## config.mk

```make
export PLATFORM = sky130hd
export DESIGN_NAME = jk_sync_up_counter
export DESIGN_NICKNAME = d
export VERILOG_FILES = /design/src/rtl/jk_cnt_pkg.sv /design/src/rtl/jk_stage.sv /design/src/rtl/jk_sync_up_counter.sv
export SDC_FILE = /design/constraint.sdc
export NUM_CORES = 1
export LEC_CHECK = 0
export BUFFER_PORTS_ARGS = -buffer_cell sky130_fd_sc_hd__buf_2
export CELL_PAD_IN_SITES_DETAIL_PLACEMENT = 1
export CELL_PAD_IN_SITES_GLOBAL_PLACEMENT = 1
export CORE_AREA = 3 3 40 42
export CTS_CLUSTER_DIAMETER = 60
export DETAILED_ROUTE_END_ITERATION = 10
export DIE_AREA = 0 0 43 45
export PLACE_DENSITY_LB_ADDON = 0.1
export SETUP_SLACK_MARGIN = 0.3
export SLEW_MARGIN = 40
export SYNTH_ARGS = -nofsm -noshare
export SYNTH_HDL_FRONTEND = slang
export SYNTH_SLANG_ARGS = --single-unit
```

## constraint.sdc

```tcl
create_clock -name clk -period 0.95 [get_ports clk]
set_input_delay 0.19 -clock clk [delete_from_list [all_inputs] [get_ports clk]]
set_output_delay 0.19 -clock clk [all_outputs]
set_load 0.02 [all_outputs]
```

## src/rtl/jk_cnt_pkg.sv

```systemverilog
// Shared JK command encoding ({J,K}) for the JK-flip-flop based counters.
package jk_cnt_pkg;

  typedef logic [1:0] jk_cmd_t;

  localparam jk_cmd_t JK_HOLD = 2'b00;
  localparam jk_cmd_t JK_RST  = 2'b01;
  localparam jk_cmd_t JK_SET  = 2'b10;
  localparam jk_cmd_t JK_TGL  = 2'b11;

  // Command that forces a stage to the given value.
  function automatic jk_cmd_t jk_force(input logic value);
    return value ? JK_SET : JK_RST;
  endfunction

endpackage

```

## src/rtl/jk_stage.sv

```systemverilog
// One posedge JK flip-flop with asynchronous active-high reset to 0.
module jk_stage (
  input  logic clk,
  input  logic rst,
  input  logic j,
  input  logic k,
  output logic q,
  output logic q_bar
);

  logic state;

  always_ff @(posedge clk or posedge rst) begin
    if (rst) begin
      state <= 1'b0;
    end else begin
      case ({j, k})
        2'b01:   state <= 1'b0;
        2'b10:   state <= 1'b1;
        2'b11:   state <= ~state;
        default: state <= state;
      endcase
    end
  end

  assign q     = state;
  assign q_bar = ~state;

endmodule

```

## src/rtl/jk_sync_up_counter.sv

```systemverilog
// Synchronous modulo-MOD up counter built from JK stages, with tc/co/ovf.
// Optional parallel load (load, d) is present when UPCNT_LOAD_EN is defined.
module jk_sync_up_counter
  import jk_cnt_pkg::*;
#(
  parameter int WIDTH = 3,
  parameter int MOD   = 8
) (
  input  logic             clk,
  input  logic             rst,
  input  logic             en,
`ifdef UPCNT_LOAD_EN
  input  logic             load,
  input  logic [WIDTH-1:0] d,
`endif
  input  logic             clr_ovf,
  output logic [WIDTH-1:0] q,
  output logic [WIDTH-1:0] q_bar,
  output logic             tc,
  output logic             co,
  output logic             ovf
);

  localparam logic [WIDTH-1:0] LAST = WIDTH'(MOD - 1);

  logic             do_load;
  logic [WIDTH-1:0] load_val;
  logic             wrap;
  logic [WIDTH-1:0] carry;

`ifdef UPCNT_LOAD_EN
  assign do_load  = load;
  assign load_val = d;
`else
  assign do_load  = 1'b0;
  assign load_val = '0;
`endif

  // ">=" rather than "==" so an out-of-range loaded value also wraps to 0.
  assign wrap = en & ~do_load & (q >= LAST);

  assign carry[0] = en;
  generate
    for (genvar gi = 1; gi < WIDTH; gi++) begin : g_carry
      assign carry[gi] = carry[gi-1] & q[gi-1];
    end
  endgenerate

  generate
    for (genvar gi = 0; gi < WIDTH; gi++) begin : g_stage
      jk_cmd_t cmd;

      always_comb begin
        if (do_load) begin
          cmd = jk_force(load_val[gi]);
        end else if (wrap) begin
          cmd = JK_RST;
        end else if (carry[gi]) begin
          cmd = JK_TGL;
        end else begin
          cmd = JK_HOLD;
        end
      end

      jk_stage u_stage (
        .clk   (clk),
        .rst   (rst),
        .j     (cmd[1]),
        .k     (cmd[0]),
        .q     (q[gi]),
        .q_bar (q_bar[gi])
      );
    end
  endgenerate

  // Set has priority over clear so a wrap is never lost.
  always_ff @(posedge clk or posedge rst) begin
    if (rst) begin
      ovf <= 1'b0;
    end else if (wrap) begin
      ovf <= 1'b1;
    end else if (clr_ovf) begin
      ovf <= 1'b0;
    end
  end

  assign tc = (q == LAST);
  assign co = tc & en;

endmodule

```

# Yosys cells after proc, flatten, opt, wreduce, memory -nomap -nowiden
# Cells that the tools add are included.
# word_totals
regBits,4
in_bits,4
output_inout_bits,9
# op_classes
magnitude_cmp,1
n_eq_ne,10
muxes,11
bitwise,7
n_reduce_logical,4
# op_table
op,count
"equality test 2 bit, second input constant",6
2-to-1 mux 2 bit,6
case mux 1 bit (3 select lines),3
nonzero test 3 bit,3
"equality test 2 x 1 -> 1 bit, second input constant",3
AND 1 bit,4
"equality test 3 bit, second input constant",1
"greater-or-equal comparator 3 bit, second input constant",1
inverter 1 bit,3
2-to-1 mux 1 bit,2
nonzero test 2 bit,1

# Logic depth before layout (Yosys ltp)
# Gate-level depths: netlist of run 1.
# depth
depth_word,6
mapped_depth,2

# Cells and area by module
# Synthesis of run 1 repeated with hierarchy kept, for this count alone.
# hier_totals
hier_cells,27
hier_area_um2,224.0
# by_module_without_submodules
mod,instances,cells_per_inst,area_each_um2
jk_stage,3,5,41.3
jk_sync_up_counter,1,12,100.1

# Least setup slack after synthesis of run 1
# OpenSTA, ideal clock, no wires.
# synth_timing
path_type,register -> output
start,register g_stage[1].u_stage.state
end,output port tc
arrival_time_ps,943
setup_slack_ps,-183
path_stages_with_launch,3
cell_sequence,dfrtp_1 inv_1 nor3_1
# synth_via
elab_chain_len,1
# synth_lines
element,line_no,rtl
from (decl),jk_stage.sv:11,logic state;
from (signal assigned),jk_stage.sv:20,2'b11: state <= ~state;
from (signal assigned),jk_stage.sv:21,default: state <= state;
equality test 3 bit,jk_sync_up_counter.sv:87,assign tc = (q == LAST);
to (decl),jk_sync_up_counter.sv:19,"output logic tc,"
# Every way passes these cells.

# Worst setup path in the final report of run 1
# layout_timing
start,register g_stage[1].u_stage.state
end,output port co
# layout_via
elab_chain_len,2
# layout_lines
element,line_no,rtl
equality test 3 bit,jk_sync_up_counter.sv:87,
AND 1 bit,jk_sync_up_counter.sv:88,assign co = tc & en;
to (decl),jk_sync_up_counter.sv:20,"output logic co,"
# Every way passes these cells.

==> results.py, run 1 <==
metrics = {
    "worst_setup_path": {
        "worstPathArrival_ns": 0.99,
        "worst_setup_path_end_kind": "output port",
        "ff2ff_path_depth": 5,
        "cp-start-kind": "flip-flop",
        "crit_fanout": 4,
        "crit_type": "reg -> out",
        "required_ns": 0.76,
    },
    "floorplanning": {
        "start_util_pct": 17.4,
        "die_y_um": 45,
        "dieArea_um2": 1940,
        "num_rows": 13,
        "fp.coreArea_um2": 1280,
        "fp.dieW_um": 43,
        "ios": 13,
    },
    "clock_network": {
        "clk_pin_slew_ns": 0.04,
        "cts_tree": "built",
        "cts_max_level": 1,
        "clk_path_buf_depth": 2,
        "cts.sinks": 4,
        "clock_latency_ns": 0.23,
        "cts_buffers": 3,
        "cts_root_buf": "clkbuf_4",
    },
    "routing": {
        "wl_per_cell_um": 9.86,
        "vias": 215,
        "ant_nets": 0,
        "detail_route.iter0.violations": 0,
        "first_pass_iters": 1,
        "wirelength_um": 572,
        "vias_per_cell": 3.71,
        "drc": 0,
    },
    "final_layout": {
        "drive_gt1_share_pct": 81.4,
        "fillers": 160,
        "final_core_util_pct": 35.7,
        "final_nets": 49,
        "diodes": 0,
        "multi_input_area_um2": 98.8,
        "area_delta_synth_final_pct": 105,
        "regArea_um2": 101,
    },
    "sta": {
        "setup_ws_ns": -0.227,
        "period_share_pct": 124,
        "worst_clock_skew_ns": 0.00334,
        "drv_slew": 0,
        "worst_pin_slew_ns": 0.165,
        "fmax_mhz": 850,
        "hold_viol": 0,
        "relSlewSlack_pct": 89.0,
        "period_needed_ns": 1.18,
        "setup_tns_ns": -1.39,
        "rsz0062_at_grt": "true",
        "setup_viol": 10,
    },
    "global_route": {
        "use_met3_pct": 5.98,
        "grtUsageTotal_pct": 7.52,
        "globalRouteMet1Util_pct": 7.79,
        "grt_pass1_wl_um": 972,
        "overflow": 0,
        "met2_usage_pct": 11.1,
        "grt_busiest_layer": "met2",
        "antenna_found_initial": 0,
        "grt_max_degree": 5,
        "grt_pass1_vias": 211,
    },
    "synth": {
        "synth_seq_cells": 4,
        "synthFlopType": "dfrtp_1",
        "yosys_warnings": 0,
        "yosys-top-cells-area": "dfrtp_1, buf_4, inv_1",
        "postSynth.asyncResetShare_pct": 100,
        "netlist.area_leader.share_pct": 44.7,
        "synthCells": 23,
        "ys_top_cells_by_count": "buf_4, inv_1, dfrtp_1",
        "yosysTopAreaCell": "dfrtp_1",
        "yosysUniqueCellTypes": 10,
        "synth_edf_count": 0,
        "syn_area_um2": 224,
        "seq_area_frac_synth_pct": 44.7,
        "yosysMostFrequentCell": "buf_4",
        "syn_avg_cell_area_um2": 9.74,
        "syn_nets": 27,
    },
    "worst_hold_path": {
        "min_path_cells": 3,
        "hold_class": "in -> reg",
    },
    "place": {
        "place_ws_ns": -0.0415,
        "port_buffers": 12,
        "gp_congestion": 0.665,
        "place_hpwl_um": 410,
    },
    "run_status": {
        "status": "finished with violations",
        "violations": "setup timing",
    },
    "job": {
        "cap_violations": 0,
    },
    "pwr": {
        "cellPowerDensity_nw_per_um2": 3930,
        "peakVddDrop_mv": 1.24,
        "p_total_uw": 1800,
        "leakage_uw": 0.000246,
    },
}
[layout by cell type (no fill, tap or decap)]
cell,Yosys,layout
nand2_1,1,1
nand3_4,0,1
buf_4,6,9
buf_2,0,4
a21o_2,1,1
dlygate4sd3_1,0,1
inv_1,5,2
xor2_1,1,1
inv_2,0,3
and4_4,1,1
xnor2_2,0,2
buf_6,0,9
dfrtp_1,4,3
clkbuf_4,0,3
nor3_4,0,1
dfrtp_2,0,1
[per-stage QoR]
step	std cells	instance area, um2	hold WS (ns)
2_1_floorplan	23	243	-0.0439
3_3_place_gp	48	299	0.0796
3_5_place_dp	48	299	0.0841
4_1_cts	56	408	0.234
5_1_grt	58	459	0.240
6_report	58	459	0.236
[area by class of cell]
cell class	count	share of cell area, %
Clock buffer	3	4.90
Inverter	5	4.09
Multi-Input combinational cell	8	21.5
Sequential cell	4	22.1
Tap cell	15	4.09
Timing Repair Buffer	23	43.3
[cells by family after synthesis]
kind of cell           Yosys count  share of synthesized area [%]
AND/OR/NAND/NOR                  4                           11.2
flip-flops                       4                           44.7
AO/OA/AOI/OAI                    1                           3.91
buffers and inverters           11                           28.5
XOR/XNOR                         3                           11.7
[report_power, final]
group / switching, uW / internal, uW / leakage (uW)
Sequential: 90.2 / 260 / 0.0000476
Clock: 68.1 / 141 / 0.0000138
Combinational: 552 / 693 / 0.000184
[repair_timing]
item	in CTS	in global routing
resized for setup	15	8
endpoints found under the hold margin	4	0
setup endpoints to repair	13	13
setup buffers	4	2
pin swaps	3	0
hold buffers	1	0
[per-layer routing]
metal	wire, um	vias to the layer above
met3	59	2
met1	215	101
met4	5	0
met2	291	9
met5	0	-
li1	-	103
[state kept, by name, summed over array words and instances, names as in the netlist]
name	flops
g_stage.u_stage.q	3
ovf	1
[worst max-delay path, stage by stage, from the launching register on]
cell and delay (ns):
dfrtp_2 0.42, and4_4 0.20, buf_6 0.12
[worst paths after layout]
path	endpoint	slack [ns]	from
setup / recovery	co	-0.23	g_stage[1].u_stage.q$_DFFE_PP0P_
hold / removal	ovf$_DFFE_PP0P_	0.24	clr_ovf
setup reg to reg	g_stage[2].u_stage.q$_DFFE_PP0P_	-0.08	g_stage[1].u_stage.q$_DFFE_PP0P_
hold reg to reg	ovf$_DFFE_PP0P_	0.59	ovf$_DFFE_PP0P_
max in group asynchronous	g_stage[1].u_stage.q$_DFFE_PP0P_	0.39	rst
min in group asynchronous	ovf$_DFFE_PP0P_	0.39	rst
(Power assumes the default switching activity.)
==> inputs of run 2 (changes only) <==
- PLACE_DENSITY_LB_ADDON: 0.1 -> 0.12
==> run 2 against run 1 <==
Compared with the run above: the flow still finishes with violations (setup timing); critical path depth grew 1; total power grew 8.5%; wire length grew 4.7%; worst setup slack lost 0.028 ns; maximum frequency shrank 2.3%; core utilization grew 1.5 points; cell area grew 4.1%; first-iteration DRC count is the same; register-to-register slack is essentially flat; largest power group unchanged.
==> results.py, run 2 (synthesized netlist as in run 1, its figures left out) <==
metrics = {
    "global_route": {
        "grt_max_degree": 5,
        "overflow": 0,
        "antenna_found_initial": 0,
        "grt_pass1_wl_um": 979,
        "grt_pass1_vias": 235,
        "grtUsageTotal_pct": 7.29,
    },
    "floorplanning": {
        "ios": 13,
        "num_rows": 13,
        "die_y_um": 45,
        "start_util_pct": 17.4,
        "dieArea_um2": 1940,
        "fp.coreArea_um2": 1280,
        "fp.dieW_um": 43,
    },
    "place": {
        "place_hpwl_um": 413,
        "placed_cell_area_um2": 292,
        "gp_congestion": 0.647,
        "port_buffers": 12,
    },
    "routing": {
        "wl_per_cell_um": 10.2,
        "ant_nets": 0,
        "wl_met3_um": 22,
        "top_layer_used": "met3",
        "wl_met1_um": 221,
        "vias_per_cell": 3.61,
        "met2_wirelength_um": 355,
        "drc": 0,
        "first_pass_iters": 1,
        "wirelength_um": 599,
        "vias": 213,
        "detail_route.iter0.violations": 0,
    },
    "final_layout": {
        "diodes": 0,
        "final_nets": 50,
        "multi_input_area_um2": 86.3,
        "area_delta_synth_final_pct": 113,
        "drive_gt1_share_pct": 79.5,
        "final_area_um2": 478,
        "fillers": 151,
        "final_common_cell": "buf_6",
        "regArea_um2": 100,
        "largest_reg_flops": 3,
        "final_cell_mix": "buf_6, buf_4, dfrtp_1",
    },
    "clock_network": {
        "cts_max_level": 1,
        "cts_root_buf": "clkbuf_4",
        "clock_latency_ns": 0.24,
        "cts.sinks": 4,
        "cts_buffers": 3,
        "cts_tree": "built",
        "clk_path_buf_depth": 2,
        "clk_pin_slew_ns": 0.04,
    },
    "sta": {
        "setup_ws_ns": -0.255,
        "worst_clock_skew_ns": 0.00268,
        "drv_slew": 0,
        "setup_tns_ns": -1.83,
        "fmax_mhz": 830,
        "hold_viol": 0,
        "relSlewSlack_pct": 89.1,
        "period_needed_ns": 1.20,
        "worst_pin_slew_ns": 0.163,
        "rsz0062_at_grt": "true",
        "setup_viol": 11,
        "period_share_pct": 127,
    },
    "worst_setup_path": {
        "cp_common_cell": "buf_6",
        "path_delay_family": "flip-flops",
        "cp.depth": 3,
        "reg2reg_slack_ns": -0.08,
        "ff2ff_path_depth": 5,
        "required_ns": 0.76,
        "cp_slowest_stage_delay_ns": 0.40,
        "worstPathArrival_ns": 1.01,
        "path_buf_inv": 3,
        "path_cells": "buf_4, buf_6, buf_6",
        "worst_setup_path_end_kind": "output port",
        "cp-start-kind": "flip-flop",
        "cpMaxStageDelayCell": "dfrtp_1",
        "crit_fanout": 3,
        "crit_type": "reg -> out",
    },
    "worst_hold_path": {
        "hold_class": "in -> reg",
        "min_path_cells": 2,
    },
    "run_status": {
        "status": "finished with violations",
        "violations": "setup timing",
    },
    "job": {
        "cap_violations": 0,
    },
    "pwr": {
        "leakage_uw": 0.000253,
        "peakVddDrop_mv": 1.18,
        "cellPowerDensity_nw_per_um2": 4100,
    },
}
==> run 2: worst paths after layout <==
check,startpoint,endpoint
worst max-delay path,g_stage[0].u_stage.q$_DFFE_PP0P_,q[0]
worst min-delay path,en,g_stage[0].u_stage.q$_DFFE_PP0P_
worst max register to register,g_stage[0].u_stage.q$_DFFE_PP0P_,g_stage[1].u_stage.q$_DFFE_PP0P_
worst min register to register,ovf$_DFFE_PP0P_,ovf$_DFFE_PP0P_
max in group asynchronous,rst,g_stage[1].u_stage.q$_DFFE_PP0P_
min in group asynchronous,rst,g_stage[2].u_stage.q$_DFFE_PP0P_
==> run 2: repair_timing <==
action | 4_1_cts | 5_1_grt
buffers inserted | 4 | 4
hold endpoints to repair | 4 | 0
setup endpoints to repair | 13 | 13
gates resized for setup | 23 | 5
pin swaps | 2 | 2
hold buffers | 1 | 0
==> run 2: metal layers <==
metal	global-route usage [%]	vias up
met1	7.84	104
met3	2.39	0
met2	12.0	4
met5	0	-
met4	5.42	0
li1	-	105
==> run 2: through the flow <==
step	std cells	hold slack, ns	setup WS [ns]	util [%]	power (uW)
final	59	0.205	-0.255	37.2	1960
after global routing	59	0.216	-0.294	37.2	2070
after CTS	55	0.203	-0.257	33.1	1750
after detailed placement	47	0.0791	-0.0405	22.7	1110
after global placement	47	0.0805	-0.0106	22.7	1090
after floorplan	23	-0.0439	0.0264	-	1000
==> run 2: where the power goes <==
group | total [uW] | internal [uW] | leakage (uW) | switching (uW)
clock | 216 | 142 | 0.0000138 | 73.9
sequential | 341 | 255 | 0.0000486 | 85.8
combinational | 1400 | 819 | 0.000191 | 582
==> run 2: area by class of cell <==
cell class              count  share of cell area [%]
clock buffers               3                    4.71
inverters                   5                    3.93
multi-input cells           8                    18.1
flip-flops and latches      4                    20.9
well taps                  15                    3.93
repair buffers             24                    48.4
==> inputs of run 3 (changes only) <==
- ABC_AREA: not set -> 1
==> run 3 against run 2 <==
Compared with the run above: the flow still finishes with violations (setup timing); flip-flop and latch count did not move; synthesized cell count rose by 22%; total power fell by 9.2%; core utilization fell by 1.8 points; hold slack improved by 0.0017 ns; clock power rose by 9%; wire length rose by 9.0%; critical path depth did not move; combinational power fell by 14%; global-route usage rose by 1.1 points; critical path type unchanged.
==> results.py, run 3 <==
metrics = {
    "global_route": {
        "antenna_found_initial": 0,
        "grt_pass1_vias": 262,
        "overflow": 0,
        "grt_max_degree": 5,
        "grt_pass1_wl_mm": 1.10,
        "grtUsageTotal_pct": 8.35,
    },
    "worst_setup_path": {
        "worst_setup_path_end_kind": "output port",
        "crit_type": "reg -> out",
        "reg2reg_slack_ns": -0.11,
        "crit_fanout": 3,
        "cp_common_cell": "buf_6",
        "worstPathArrival_ns": 1.00,
        "cp-start-kind": "flip-flop",
        "ff2ff_path_depth": 5,
        "worstSetupStartpoint": "g_stage[2].u_stage.q$_DFFE_PP0P_",
        "cpMaxStageDelayCell": "dfrtp_1",
        "cp_slowest_stage_delay_ns": 0.39,
        "path_delay_family": "flip-flops",
        "path_buf_inv": 3,
        "cp.depth": 3,
        "path_cells": "buf_4, buf_6, buf_6",
        "required_ns": 0.76,
        "worst_r2r_endpoint": "g_stage[1].u_stage.q$_DFFE_PP0P_",
        "r2r_start": "g_stage[0].u_stage.q$_DFFE_PP0P_",
    },
    "synth": {
        "seq_area_frac_synth_pct": 44.0,
        "synth_edf_count": 0,
        "synthCells": 28,
        "syn_area_um2": 228,
        "syn_nets": 32,
        "yosysUniqueCellTypes": 9,
        "syn_avg_cell_area_um2": 8.13,
        "yosys-top-cells-area": "dfrtp_1, buf_4, inv_1",
        "netlist.area_leader.share_pct": 44.0,
        "yosysTopAreaCell": "dfrtp_1",
        "ys_top_cells_by_count": "buf_4, inv_1, nand2_1",
        "yosys_warnings": 0,
        "synthFlopType": "dfrtp_1",
        "postSynth.asyncResetShare_pct": 100,
        "synth_seq_cells": 4,
    },
    "sta": {
        "setup_tns_ns": -1.54,
        "period_needed_ns": 1.19,
        "rsz0062_at_grt": "true",
        "relSlewSlack_pct": 89.6,
        "setup_viol": 11,
        "setup_ws_ns": -0.239,
        "period_share_pct": 125,
        "worst_pin_slew_ns": 0.156,
        "fmax_mhz": 841,
        "worst_clock_skew_ns": 0.00458,
        "hold_viol": 0,
        "drv_slew": 0,
    },
    "routing": {
        "ant_nets": 0,
        "wl_per_cell_um": 10.2,
        "detail_route.iter0.violations": 3,
        "wirelength_um": 653,
        "vias": 249,
        "first_pass_iters": 2,
        "drc": 0,
        "vias_per_cell": 3.89,
    },
    "final_layout": {
        "final_nets": 54,
        "final_cell_mix": "buf_6, buf_4, nand2_1, inv_2",
        "drive_gt1_share_pct": 65.3,
        "diodes": 0,
        "largest_reg_flops": 3,
        "fillers": 156,
        "fin_cells": 64,
        "final_common_cell": "buf_6",
        "area_delta_synth_final_pct": 99.5,
    },
    "floorplanning": {
        "fp.dieW_um": 43,
        "ios": 13,
        "dieArea_um2": 1940,
        "die_y_um": 45,
        "num_rows": 13,
        "fp.coreArea_um2": 1280,
        "start_util_pct": 17.7,
    },
    "clock_network": {
        "cts_tree": "built",
        "clk_pin_slew_ns": 0.04,
        "cts.sinks": 4,
        "cts_root_buf": "clkbuf_4",
        "clock_latency_ns": 0.24,
        "cts_buffers": 3,
        "clk_path_buf_depth": 2,
        "cts_max_level": 1,
    },
    "place": {
        "gp_congestion": 0.705,
        "place_hpwl_um": 487,
        "dp_cells": 53,
        "place_ws_ns": -0.00633,
        "port_buffers": 12,
    },
    "worst_hold_path": {
        "hold_end": "ovf$_DFFE_PP0P_",
        "min_path_cells": 4,
        "min_from": "clr_ovf",
        "hold_class": "in -> reg",
    },
    "pwr": {
        "peakVddDrop_mv": 1.03,
        "leakage_uw": 0.000249,
        "p_total_uw": 1780,
        "cellPowerDensity_nw_per_um2": 3920,
    },
    "run_status": {
        "status": "finished with violations",
        "violations": "setup timing",
    },
    "job": {
        "cap_violations": 0,
    },
}
run 3: cell types whose count changed after synthesis, sizes merged:
cell and change:
inv +1, nand4 +2, a21o -1, and2 +1, and4 -1, nand2 +5, xnor2 -2
run 3: layer usage:
metal / wire length, um / global-route usage [%] / vias to the layer above
li1: - / - / 121
met1: 259 / 8.27 / 116
met2: 328 / 13.2 / 10
met3: 51 / 5.18 / 2
met4: 13 / 5.42 / 0
met5: 0 / 0 / -
run 3: cell families after synthesis:
kind of cell / after synthesis / synth area share (%)
XOR/XNOR: 1 / 3.85
buffers and inverters: 12 / 29.7
flip-flops: 4 / 44.0
AND/OR/NAND/NOR: 11 / 22.5
run 3: cell type report:
type                       instances  area [um2]  share of cell area (%)
timing repair buffer              23         209                    46.0
sequential                         4         101                    22.3
tap                               15        18.8                    4.13
inverter                           6        22.5                    4.96
clock buffer                       4        26.3                    5.79
multi-input combinational         12        76.3                    16.8
run 3: how the worst max path moves through the flow:
stage                 to  slack, ns
floorplan             tc       0.05
CTS                   tc      -0.24
detailed placement    tc     -0.006
finish              q[2]      -0.24
global placement      tc     -0.006
global route          tc      -0.30
run 3: stage by stage:
step / hold slack (ns) / util [%] / area [um2]
floorplan: -0.0440 / - / 255
global placement: 0.0768 / 23.7 / 304
detailed placement: 0.0766 / 23.7 / 304
CTS: 0.192 / 33.1 / 425
global route: 0.220 / 35.3 / 454
finish: 0.206 / 35.3 / 454
run 3: worst register-to-register path, stage by stage (launching register included):
cell and delay [ns]:
dfrtp_2 0.42, buf_4 0.15, buf_4 0.14, nand2_1 0.06, nand2_1 0.04, and2_1 0.14
run 3: repair_timing:
| action | in CTS | in global routing |
|---|---|---|
| hold buffers | 1 | 0 |
| resized for setup | 17 | 4 |
| setup endpoints to repair | 13 | 13 |
| buffers inserted | 4 | 2 |
| pin swaps | 3 | 2 |
| endpoints found under the hold margin | 4 | 0 |
run 3: report_power, final:
part | internal [uW] | switching, uW
clock network | 158 | 76.9
logic | 653 | 553
registers | 256 | 81.0
total | 1070 | 711
